<file path="src/rtl/cmd_byte_assembler_pkg.sv">
// Shared types and defaults for the receive-side command assembler.
package cmd_asm_pkg;

  typedef enum logic {
    WAIT_HI = 1'b0,
    WAIT_LO = 1'b1
  } rx_state_t;

  typedef enum logic {
    TX_IDLE = 1'b0,
    TX_BUSY = 1'b1
  } tx_state_t;

  localparam int DEFAULT_TIMEOUT_CYC = 1_000_000;

endpackage

</file>
<file path="src/rtl/cmd_byte_assembler_if.sv">
// UART-side and command-processor-side signals of the assembler.
// master: the assembler itself; slave: the UART and command processor around it.
interface cmd_byte_assembler_if;
  logic        rx_rdy;
  logic [7:0]  rx_data;
  logic        clr_rx_rdy;
  logic [15:0] cmd;
  logic        cmd_rdy;
  logic        clr_cmd_rdy;
  logic        send_resp;
  logic [7:0]  resp;
  logic        trmt;
  logic [7:0]  tx_data;
  logic        tx_done;
  logic        resp_sent;
  logic        timeout_err;

  modport master (
    input  rx_rdy, rx_data, clr_cmd_rdy, send_resp, resp, tx_done,
    output clr_rx_rdy, cmd, cmd_rdy, trmt, tx_data, resp_sent, timeout_err
  );

  modport slave (
    output rx_rdy, rx_data, clr_cmd_rdy, send_resp, resp, tx_done,
    input  clr_rx_rdy, cmd, cmd_rdy, trmt, tx_data, resp_sent, timeout_err
  );
endinterface

</file>
<file path="src/rtl/cmd_byte_assembler_resp_tx_ctrl.sv">
// Response path: hands one byte to the UART transmitter per send_resp and
// tracks completion; requests arriving while busy are dropped.
module resp_tx_ctrl
  import cmd_asm_pkg::*;
(
  input  logic       clk,
  input  logic       rst,
  input  logic       send_resp_i,
  input  logic [7:0] resp_i,
  input  logic       tx_done_i,
  output logic       trmt_o,
  output logic [7:0] tx_data_o,
  output logic       resp_sent_o
);

  tx_state_t  tx_state_q;
  logic       trmt_q;
  logic [7:0] tx_data_q;
  logic       resp_sent_q;

  always_ff @(posedge clk or posedge rst) begin
    if (rst) begin
      tx_state_q  <= TX_IDLE;
      trmt_q      <= 1'b0;
      tx_data_q   <= 8'h00;
      resp_sent_q <= 1'b0;
    end else begin
      trmt_q <= 1'b0;
      case (tx_state_q)
        TX_IDLE: begin
          if (send_resp_i) begin
            tx_data_q   <= resp_i;
            trmt_q      <= 1'b1;
            resp_sent_q <= 1'b0;
            tx_state_q  <= TX_BUSY;
          end
        end
        TX_BUSY: begin
          // tx_data_q is only loaded in TX_IDLE, so it holds until tx_done.
          if (tx_done_i) begin
            resp_sent_q <= 1'b1;
            tx_state_q  <= TX_IDLE;
          end
        end
        default: tx_state_q <= TX_IDLE;
      endcase
    end
  end

  assign trmt_o      = trmt_q;
  assign tx_data_o   = tx_data_q;
  assign resp_sent_o = resp_sent_q;

endmodule

</file>
<file path="src/rtl/cmd_byte_assembler.sv">
// Assembles two UART bytes (high first) into a 16-bit command with an
// inter-byte timeout, and forwards one response byte to the UART transmitter.
module cmd_byte_assembler
  import cmd_asm_pkg::*;
#(
  parameter int TIMEOUT_CYC = DEFAULT_TIMEOUT_CYC,
  parameter int TMR_W       = $clog2(TIMEOUT_CYC)
) (
  input  logic                 clk,
  input  logic                 rst,
  cmd_byte_assembler_if.master bus
);

  localparam logic [TMR_W-1:0] TMR_TERM = TMR_W'(TIMEOUT_CYC - 1);

  rx_state_t        rx_state_q;
  logic [7:0]       hi_hold_q;
  logic [15:0]      cmd_q;
  logic             cmd_rdy_q;
  logic             clr_rx_rdy_q;
  logic             timeout_err_q;
  logic [TMR_W-1:0] timer_q;
  logic             take_d;

  // rx_rdy stays high for one cycle after our clear pulse; ignore it then.
  assign take_d = bus.rx_rdy & ~clr_rx_rdy_q;

  always_ff @(posedge clk or posedge rst) begin
    if (rst) begin
      rx_state_q    <= WAIT_HI;
      hi_hold_q     <= 8'h00;
      cmd_q         <= 16'h0000;
      cmd_rdy_q     <= 1'b0;
      clr_rx_rdy_q  <= 1'b0;
      timeout_err_q <= 1'b0;
      timer_q       <= '0;
    end else begin
      clr_rx_rdy_q  <= take_d;
      timeout_err_q <= 1'b0;
      if (bus.clr_cmd_rdy) cmd_rdy_q <= 1'b0;
      case (rx_state_q)
        WAIT_HI: begin
          if (take_d) begin
            hi_hold_q  <= bus.rx_data;
            cmd_rdy_q  <= 1'b0;
            timer_q    <= '0;
            rx_state_q <= WAIT_LO;
          end
        end
        WAIT_LO: begin
          // A byte on the terminal-count cycle still completes the command.
          if (take_d) begin
            cmd_q      <= {hi_hold_q, bus.rx_data};
            cmd_rdy_q  <= 1'b1;
            rx_state_q <= WAIT_HI;
          end else if (timer_q == TMR_TERM) begin
            hi_hold_q     <= 8'h00;
            timeout_err_q <= 1'b1;
            timer_q       <= '0;
            rx_state_q    <= WAIT_HI;
          end else begin
            timer_q <= timer_q + TMR_W'(1);
          end
        end
        default: rx_state_q <= WAIT_HI;
      endcase
    end
  end

  assign bus.clr_rx_rdy  = clr_rx_rdy_q;
  assign bus.cmd         = cmd_q;
  assign bus.cmd_rdy     = cmd_rdy_q;
  assign bus.timeout_err = timeout_err_q;

  resp_tx_ctrl u_resp_tx_ctrl (
    .clk         (clk),
    .rst         (rst),
    .send_resp_i (bus.send_resp),
    .resp_i      (bus.resp),
    .tx_done_i   (bus.tx_done),
    .trmt_o      (bus.trmt),
    .tx_data_o   (bus.tx_data),
    .resp_sent_o (bus.resp_sent)
  );

endmodule

</file>
<file path="src/flat_wrapper.sv">
// flat-port wrapper written by rule: the top's interface ports become plain ports
module cmd_byte_assembler_flat import cmd_asm_pkg::*;
#(
  parameter int TIMEOUT_CYC = DEFAULT_TIMEOUT_CYC,
  parameter int TMR_W       = $clog2(TIMEOUT_CYC)
)
  (clk, rst, bus_rx_rdy, bus_rx_data, bus_clr_cmd_rdy, bus_send_resp, bus_resp, bus_tx_done, bus_clr_rx_rdy, bus_cmd, bus_cmd_rdy, bus_trmt, bus_tx_data, bus_resp_sent, bus_timeout_err);
  cmd_byte_assembler_if bus_i ();
  input  logic clk;
  input  logic rst;
  input wire logic [$bits(bus_i.rx_rdy)-1:0] bus_rx_rdy;
  input wire logic [$bits(bus_i.rx_data)-1:0] bus_rx_data;
  input wire logic [$bits(bus_i.clr_cmd_rdy)-1:0] bus_clr_cmd_rdy;
  input wire logic [$bits(bus_i.send_resp)-1:0] bus_send_resp;
  input wire logic [$bits(bus_i.resp)-1:0] bus_resp;
  input wire logic [$bits(bus_i.tx_done)-1:0] bus_tx_done;
  output wire logic [$bits(bus_i.clr_rx_rdy)-1:0] bus_clr_rx_rdy;
  output wire logic [$bits(bus_i.cmd)-1:0] bus_cmd;
  output wire logic [$bits(bus_i.cmd_rdy)-1:0] bus_cmd_rdy;
  output wire logic [$bits(bus_i.trmt)-1:0] bus_trmt;
  output wire logic [$bits(bus_i.tx_data)-1:0] bus_tx_data;
  output wire logic [$bits(bus_i.resp_sent)-1:0] bus_resp_sent;
  output wire logic [$bits(bus_i.timeout_err)-1:0] bus_timeout_err;
  assign bus_i.rx_rdy = bus_rx_rdy;
  assign bus_i.rx_data = bus_rx_data;
  assign bus_i.clr_cmd_rdy = bus_clr_cmd_rdy;
  assign bus_i.send_resp = bus_send_resp;
  assign bus_i.resp = bus_resp;
  assign bus_i.tx_done = bus_tx_done;
  assign bus_clr_rx_rdy = bus_i.clr_rx_rdy;
  assign bus_cmd = bus_i.cmd;
  assign bus_cmd_rdy = bus_i.cmd_rdy;
  assign bus_trmt = bus_i.trmt;
  assign bus_tx_data = bus_i.tx_data;
  assign bus_resp_sent = bus_i.resp_sent;
  assign bus_timeout_err = bus_i.timeout_err;
  cmd_byte_assembler #(.TIMEOUT_CYC(TIMEOUT_CYC), .TMR_W(TMR_W)) u_core (.clk(clk), .rst(rst), .bus(bus_i));
endmodule
</file>
<file path="config.mk">
export PLATFORM = sky130hd
export DESIGN_NAME = cmd_byte_assembler_flat
export DESIGN_NICKNAME = d
export VERILOG_FILES = /design/src/rtl/cmd_byte_assembler_pkg.sv /design/src/rtl/cmd_byte_assembler_if.sv /design/src/rtl/cmd_byte_assembler_resp_tx_ctrl.sv /design/src/rtl/cmd_byte_assembler.sv /design/src/flat_wrapper.sv
export SDC_FILE = /design/constraint.sdc
export NUM_CORES = 1
export LEC_CHECK = 0
export CAP_MARGIN = 20
export CORE_ASPECT_RATIO = 1.4
export CORE_MARGIN = 2
export CORE_UTILIZATION = 30
export CTS_CLUSTER_SIZE = 10
export DETAILED_ROUTE_END_ITERATION = 6
export PLACE_DENSITY = 0.57
export SLEW_MARGIN = 0
export SYNTH_ARGS = -nofsm -noshare
export SYNTH_HDL_FRONTEND = slang
export SYNTH_SLANG_ARGS = --single-unit
</file>
<file path="constraint.sdc">
create_clock -name clk -period 2.1 [get_ports clk]
set_clock_uncertainty 0.2 [all_clocks]
set_input_delay 0.42 -clock clk [delete_from_list [all_inputs] [get_ports clk]]
set_output_delay 0.42 -clock clk [all_outputs]
set_load 0.02 [all_outputs]
</file>
After elaboration in Yosys (flattened, before gate mapping)
Index checks and enable logic that the tools add are counted.
{"block": "word_totals", "register_bits": 59, "output_inout_bits": 29}
{"block": "classes", "add_sub_neg": 1, "eq_ne": 6, "n_mux": 26, "bitwise_logic": 4, "reduce_logical": 5}
{"cell": "$mux W20", "n": 3}
{"cell": "$pmux W20 S2", "n": 1}
{"cell": "$mux W8", "n": 3}
{"cell": "$add A20 B1 Y20 const B", "n": 1}
{"cell": "$eq A20 B20 Y1 const B", "n": 1}
{"cell": "$pmux W8 S2", "n": 1}
{"cell": "$mux W1", "n": 14}
{"cell": "$ne A2 B2 Y1 const B", "n": 4}
{"cell": "$pmux W1 S2", "n": 4}
{"cell": "$reduce_and A2 Y1", "n": 4}
{"cell": "$not A1 Y1", "n": 3}
{"cell": "$reduce_and A3 Y1", "n": 1}
{"cell": "$ne A2 B1 Y1 const B", "n": 1}
{"cell": "$and A1 B1 Y1", "n": 1}

Longest topological paths before layout
Gate-level depths: netlist of the first run.
{"block": "logic_depth", "depth_word": 4, "ltp_mapped": 8, "mapped_depth_nobuf": 7}

Modules after synthesis
Synthesis of the first run repeated with hierarchy kept, for this count alone.
{"block": "hier_totals", "cells_unflattened": 209, "hier_area_um2": 2607.5}
{"mod": "cmd_byte_assembler", "n_inst": 1, "cells_each": 183, "area_per_inst_um2": 2170.8}
{"mod": "resp_tx_ctrl", "n_inst": 1, "cells_each": 26, "area_per_inst_um2": 436.7}

Worst setup path after synthesis of the first run
No wires, ideal clock.
{"block": "synth_path", "kind": "flip-flop to flip-flop", "from": "register u_core.clr_rx_rdy_q, in the netlist u_core.bus.clr_rx_rdy", "to": "register u_core.hi_hold_q[0]", "setup_time_ps": 66, "arrival_time_ps": 1848, "required_ps": 1834, "setup_slack_ps": -14, "path_stages_with_launch": 7, "path_cell_list": "dfrtp_1 > nand2b_1 > inv_1 > ha_1 > clkbuf_1 > nor3_1 > a22o_1"}
{"block": "synth_between", "elab_chain_len": 4, "elab_cells_between_ends": 5, "cone_classes": "eq/ne (2); bitwise (2); reduce/logical (1)"}
{"item": "start, declared", "line": "cmd_byte_assembler.sv:20", "rtl": "logic clr_rx_rdy_q;"}
{"item": "start signal, assigned", "line": "cmd_byte_assembler.sv:38", "rtl": "clr_rx_rdy_q <= take_d;"}
{"item": "$not A1 Y1 (*)", "line": "cmd_byte_assembler.sv:26", "rtl": "assign take_d = bus.rx_rdy & ~clr_rx_rdy_q;"}
{"item": "$and A1 B1 Y1 (*)", "line": "cmd_byte_assembler.sv:26"}
{"item": "net u_core.take_d", "line": "cmd_byte_assembler.sv:23", "rtl": "logic take_d;"}
{"item": "$ne A2 B2 Y1 (no source line) or $ne A2 B1 Y1 (tied branches)"}
{"item": "$reduce_and A3 Y1 (no source line) (*)"}
{"item": "end signal, assigned", "line": "cmd_byte_assembler.sv:44", "rtl": "hi_hold_q <= bus.rx_data;"}
{"item": "end, declared", "line": "cmd_byte_assembler.sv:17", "rtl": "logic [7:0] hi_hold_q;"}
Mark *: on every way through the listed nets, which the timed path passes. The rest lies on a longest branch.
A chain may end at the register's enable or synchronous reset.

Worst setup path after layout of the first run
{"block": "layout_path", "from": "input port bus_rx_rdy", "to": "register u_core.timer_q[10]"}
{"block": "layout_between", "elab_chain_len": 3, "elab_cells_between_ends": 4, "cone_classes": "eq/ne (2); bitwise (1); reduce/logical (1)"}
{"item": "start, declared", "line": "flat_wrapper.sv:11", "rtl": "input wire logic [$bits(bus_i.rx_rdy)-1:0] bus_rx_rdy;"}
{"item": "$and A1 B1 Y1 (*)", "line": "cmd_byte_assembler.sv:26"}
{"item": "$ne A2 B2 Y1 (no source line) or $ne A2 B1 Y1 (tied branches)"}
{"item": "$reduce_and A2 Y1 (no source line) (*)"}
{"item": "end signal, assigned", "line": "cmd_byte_assembler.sv:62", "rtl": "timer_q <= timer_q + TMR_W'(1);"}
{"item": "end, declared", "line": "cmd_byte_assembler.sv:22", "rtl": "logic [TMR_W-1:0] timer_q;"}
Mark *: on every way between the ends. The rest lies on a longest branch, timed or not.

==> impl_metrics.csv, run 1 <==
group,metric,value,unit
logic_synthesis,syn_avg_cell_area,12.4,um^2
global_route,grt_pass1_wl,8490,um
layout,area_growth,41.8,%
setup_path,critPathBufInv,1,
floorplanning,die-area,9160,um^2
drt,viasPerCell,4.70,
placed_design,place_ws,-0.387,ns
floorplanning,pin_count,51,
setup_path,crit_type,"primary input to flip-flop",
setup_path,worstSetupEndpointType,"flip-flop",
placed_design,postPlaceCellArea,3220,um^2
clock_network,post-cts-setup-buffer-count,0,
clock_network,cts_sinks,59,
setup_path,arrival,1.98,ns
timing,min_period,1.97,ns
clock_network,cts_tree,"done",
setup_path,crit_path_top_delay_cell,"clkdlybuf4s50_1",
clock_network,cts_max_level,3,
layout,final_area,3570,um^2
clock_network,clk_pin_slew,0.05,ns
setup_path,crit_chain,"clkdlybuf4s50_1 > nand2b_1 > ha_4 > nand3_2 > nor2_4 > and3_1 > xnor2_1 > nor2_1",
logic_synthesis,synth_nets,228,
pwr,ir_drop,556,uV
layout,multi_input_area,1030,um^2
global_route,grt_pass1_vias,1750,
logic_synthesis,yosysSeqAreaShare,0.586,
placed_design,place.gp.congestion,0.742,
setup_path,critPathMaxStageDelay,0.45,ns
floorplanning,rows,39,
global_route,grtUsageTotal,0.123,
layout,fin_nets,296,
run,cap_violations,0,
timing,worst_slack,0.128,ns
timing,worst_pin_slew,0.533,ns
timing,relSlewSlack,0.643,
pwr,power_density,1300,nW/um^2
placed_design,dp_hpwl,3570,um
clock_network,clock_latency,0.33,ns
setup_path,crit_family,"simple AND/OR/NAND/NOR gates",
drt,wl_met1,2190,um
setup_path,required,2.11,ns
timing,drv_slew,0,
logic_synthesis,synthCells,203,
placed_design,port_buffers,50,
run_status,status,"completed",
setup_path,critPathMaxFanout,5,
global_route,gr-total-overflow,0,
logic_synthesis,synth-edff-count,0,
drt,drc,0,
logic_synthesis,synth-seq-cells,59,
drt,dr_wl_met2,2540,um
logic_synthesis,synth_ff_type,"dfrtp_1",
drt,postRouteAntennaNets,0,
drt,first_pass_iters,4,
drt,highest_layer,"met4",
logic_synthesis,synth_cell_type_count,32,
timing,fin_crit_sh,0.939,
drt,post_drt_wl_per_cell,13.5,um
floorplanning,die_w,81.5,um
timing,setup_viol,0,
logic_synthesis,synthesis.area,2520,um^2
timing,grt_setup_unrepaired,"no",
logic_synthesis,synthArstFlopShare,1.00,
drt,routed-wl-met3,234,um
drt,via_count,1778,
drt,drt_iter0_markers,61,
clock_network,cts_buffers,9,
layout,fillerInstances,756,
drt,wl,5100,um
clock_network,holdBufCountCts,0,
floorplanning,die_y,112,um
clock_network,clk_path_buf_depth,2,
layout,layout-drive-gt1-share,0.246,
timing,max_clock_freq,0.507,GHz
logic_synthesis,yosys_warnings,0,
hold_path,hold_path.class,"primary input to asynchronous set/reset pin",
global_route,grt_max_degree,49,
clock_network,cts-root-buf,"clkbuf_16",
floorplanning,start_util,0.309,
pwr,power_leakage,1.56,nW
floorplanning,core,8150,um^2
global_route,antenna_found_initial,0,
timing,hold_violations,0,
setup_path,crit_path_start_kind,"primary input",
layout,n_antenna_cell,0,
layout,register_area,1480,um^2
[final cells by class]
type / instances / area share
Tap cell: 102 / 0.0357
Clock inverter: 6 / 0.0182
Timing Repair Buffer: 64 / 0.173
Multi-Input combinational cell: 132 / 0.288
Clock buffer: 10 / 0.0669
Sequential cell: 59 / 0.413
Inverter: 5 / 0.00525
[kinds of logic after synthesis]
| logic type | count (synthesis) | synth area share |
|---|---|---|
| DFF | 59 | 0.586 |
| buffers and inverters | 12 | 0.0243 |
| muxes | 26 | 0.116 |
| AOI/OAI and AO/OA | 22 | 0.0630 |
| adders and majority gates | 3 | 0.0149 |
| and+or+nand+nor | 67 | 0.148 |
| xor gates and xnor gates | 14 | 0.0486 |
[worst paths after layout]
check | cells after the start | start | to | slack, ns
setup / recovery | 8 | bus_rx_rdy | u_core.timer_q[10] | 0.13
hold / removal | 2 | rst | u_core.u_resp_tx_ctrl.tx_data_o[5] | 0.15
setup reg to reg | 6 | u_core.timer_q[10] | u_core.timer_q[11] | 0.16
hold reg to reg | 1 | u_core.hi_hold_q[1] | u_core.hi_hold_q[1] | 0.29
max in group asynchronous | 3 | rst | u_core.timer_q[8] | 1.02
min in group clk | 1 | u_core.hi_hold_q[1] | u_core.hi_hold_q[1] | 0.29
[registers in the layout (all words and copies together) (netlist names)]
register,count
u_core.bus.clr_rx_rdy,1
u_core.bus.cmd,16
u_core.bus.cmd_rdy,1
u_core.bus.timeout_err,1
u_core.hi_hold_q,8
u_core.rx_state_q,1
u_core.timer_q,20
u_core.u_resp_tx_ctrl.resp_sent_o,1
u_core.u_resp_tx_ctrl.trmt_o,1
u_core.u_resp_tx_ctrl.tx_data_o,8
u_core.u_resp_tx_ctrl.tx_state_q,1
[repair_timing]
item                       in CTS  in global routing
setup endpoints to repair      11                 11
pin swaps                       0                  1
gates resized for setup         2                  7
[per-layer routing]
layer  global-route usage  vias to the layer above
met4               0.0746                        0
met3               0.0354                       10
met1                0.147                      874
met2                0.193                       39
li1                     -                      855
met5                    0                        -
[synthesized netlist by cell type (3+ instances only)]
cell	number	area share
a22o_1	8	0.028
and3_1	6	0.015
clkbuf_1	4	0.0060
dfrtp_1	59	0.59
ha_1	3	0.015
inv_1	5	0.0074
mux2_2	25	0.11
nand2_1	8	0.012
nand3_1	10	0.020
nand4_1	7	0.017
nor2_1	19	0.028
nor4_1	3	0.0074
o21ai_0	9	0.018
xnor2_1	4	0.014
xor2_1	10	0.035
[placed cells by master (no fill, tap or decap), types with 6 or more instances in the layout]
master	count
buf_4	13
nand4_1	7
mux2_2	25
dfrtp_1	59
o21ai_0	9
and3_1	6
a22o_1	8
clkbuf_16	9
nor2_1	18
xor2_1	10
clkdlybuf4s50_1	50
nand3_1	9
nand2_1	7
[stage by stage]
| stage | hold WS, ns | cells | TNS, ns | power (W) | utilization |
|---|---|---|---|---|---|
| floorplan | 0.256 | 203 | 0 | 0.00252 | - |
| global placement | 0.278 | 362 | -7.96 | 0.00315 | 0.396 |
| detailed placement | 0.280 | 362 | -8.24 | 0.00318 | 0.396 |
| CTS | 0.152 | 378 | 0 | 0.00467 | 0.434 |
| global route | 0.177 | 378 | 0 | 0.00491 | 0.439 |
| finish | 0.152 | 378 | 0 | 0.00464 | 0.439 |
[worst reg2reg max path, stage by stage (launching register included)]
cell     delay [ns]
dfrtp_1        0.43
nor4b_2        0.31
nand3_1        0.19
o21ai_4        0.20
buf_4          0.17
and2_4         0.25
nor2_1         0.07
[power breakdown]
part,internal (W),switching [W]
clock network,0.000948,0.000510
logic,0.000807,0.000740
registers,0.00146,0.000175
total,0.00321,0.00143
Power figures use the tool's default switching activity.
==> inputs of run 2 (changes only) <==
Settings changed: CORE_ASPECT_RATIO 1.4 to 1.25.
==> run 2 against run 1 <==
Final cell count is 1.3% lower. Largest power group unchanged. Sequential power about the same. Via count grew 1.0%.
==> impl_metrics.csv, run 2 (synthesized netlist as in run 1, its figures left out) <==
group,metric,value,unit
clock_network,cts-root-buf,"clkbuf_8",
pwr,ir_drop,370,uV
global_route,grt_pass1_wl,8940,um
clock_network,cts_sinks,59,
global_route,use_met2,0.199,
timing,fin_crit_sh,0.950,
setup_path,crit_path_start_kind,"primary input",
drt,drt_iter0_markers,58,
global_route,grt_max_degree,25,
clock_network,cts_buffers,9,
global_route,grt_pass1_vias,1843,
drt,first_pass_iters,3,
timing,hold_violations,0,
global_route,grtUsageTotal,0.126,
layout,n_antenna_cell,0,
drt,via_count,1796,
placed_design,place_inst,357,
timing,grt_setup_unrepaired,"no",
floorplanning,pin_count,51,
floorplanning,rows,37,
setup_path,critPathMaxFanout,5,
layout,instances_no_fill,373,
placed_design,place.gp.congestion,0.769,
clock_network,holdBufCountCts,0,
floorplanning,die-area,9160,um^2
floorplanning,die_w,86.0,um
drt,postRouteAntennaNets,0,
layout,fillerInstances,784,
floorplanning,start_util,0.308,
timing,setup_viol,0,
pwr,power_density,1250,nW/um^2
clock_network,cts_tree,"done",
timing,fin_tns_setup,0,ns
layout,final_common_cell,"dfrtp_1",
placed_design,port_buffers,50,
drt,viasPerCell,4.82,
floorplanning,core,8190,um^2
clock_network,post-cts-setup-buffer-count,0,
layout,top_register,"u_core.timer_q",
clock_network,clock_latency,0.34,ns
drt,post_drt_wl_per_cell,13.8,um
clock_network,clk_path_buf_depth,2,
global_route,gr-total-overflow,0,
global_route,top_usage_layer,"met2",
layout,largest_reg_flops,20,
placed_design,dp_hpwl,3630,um
clock_network,cts_max_level,3,
pwr,power_leakage,1.53,nW
global_route,grt_use_met3,0.0474,
layout,layout_common_cells,"dfrtp_1, clkdlybuf4s50_1, mux2_2",
run_status,status,"completed",
global_route,antenna_found_initial,0,
timing,worst_pin_slew,0.535,ns
setup_path,r2r-start,"u_core.timer_q[0]",
floorplanning,die_y,106,um
timing,relSlewSlack,0.642,
drt,wl,5150,um
run,cap_violations,0,
setup_path,cp-startpoint,"bus_rx_rdy",
global_route,use_met1,0.155,
timing,min_period,2.00,ns
clock_network,ctsResizeCount,2,
setup_path,crit_type,"primary input to flip-flop",
pwr,fin_total_pwr,0.00436,W
timing,max_clock_freq,0.501,GHz
layout,area_growth,38.7,%
hold_path,hold_path.class,"primary input to asynchronous set/reset pin",
setup_path,required,2.13,ns
timing,drv_slew,0,
setup_path,worstSetupEndpointType,"flip-flop",
layout,layout-drive-gt1-share,0.243,
layout,fin_nets,296,
setup_path,arrival,2.02,ns
drt,drc,0,
clock_network,clk_pin_slew,0.08,ns
-- run 2: path summary, 6_finish.rpt --
path / endpoint / slack, ns / depth (start not counted)
hold / removal: u_core.bus.cmd[14] / 0.17 / 2
setup reg to reg: u_core.timer_q[9] / 0.12 / 7
min in group clk: u_core.u_resp_tx_ctrl.tx_state_q / 0.30 / 1
max in group asynchronous: u_core.timer_q[10] / 1.06 / 3
setup / recovery: u_core.timer_q[8] / 0.10 / 8
hold reg to reg: u_core.u_resp_tx_ctrl.tx_state_q / 0.30 / 1
-- run 2: per-layer routing --
layer / vias to the layer above / share of wire
li1: 856 / -
met1: 891 / 0.44
met2: 39 / 0.49
met3: 10 / 0.054
met4: 0 / 0.016
met5: - / 0
-- run 2: worst max-delay path: stages --
cell and delay [ns]:
clkdlybuf4s50_1 0.46, nand2b_1 0.13, ha_4 0.32, nand3_1 0.15, nor2_4 0.19, and3_1 0.19
xnor2_1 0.12, nor2_1 0.05
-- run 2: stage by stage --
step | instance area (um^2) | hold slack [ns] | utilization | setup slack, ns
6_report | 3500 | 0.167 | 0.427 | 0.105
5_1_grt | 3500 | 0.184 | 0.427 | 0.0121
4_1_cts | 3460 | 0.168 | 0.423 | 0.0115
3_5_place_dp | 3230 | 0.282 | 0.394 | -0.415
3_3_place_gp | 3230 | 0.280 | 0.394 | -0.384
2_1_floorplan | 2520 | 0.256 | - | 0.0203
-- run 2: area by class of cell --
class | count | area (um^2) | share of cell area
Clock inverter | 7 | 100 | 0.0286
Tap cell | 97 | 121 | 0.0347
Timing Repair Buffer | 64 | 631 | 0.180
Sequential cell | 59 | 1480 | 0.422
Multi-Input combinational cell | 132 | 1020 | 0.293
Clock buffer | 9 | 124 | 0.0354
Inverter | 5 | 18.8 | 0.00537
-- run 2: report_power, final --
| part | switching, W | internal, W |
|---|---|---|
| Clock | 0.000490 | 0.000675 |
| Combinational | 0.000745 | 0.000816 |
| Sequential | 0.000180 | 0.00145 |
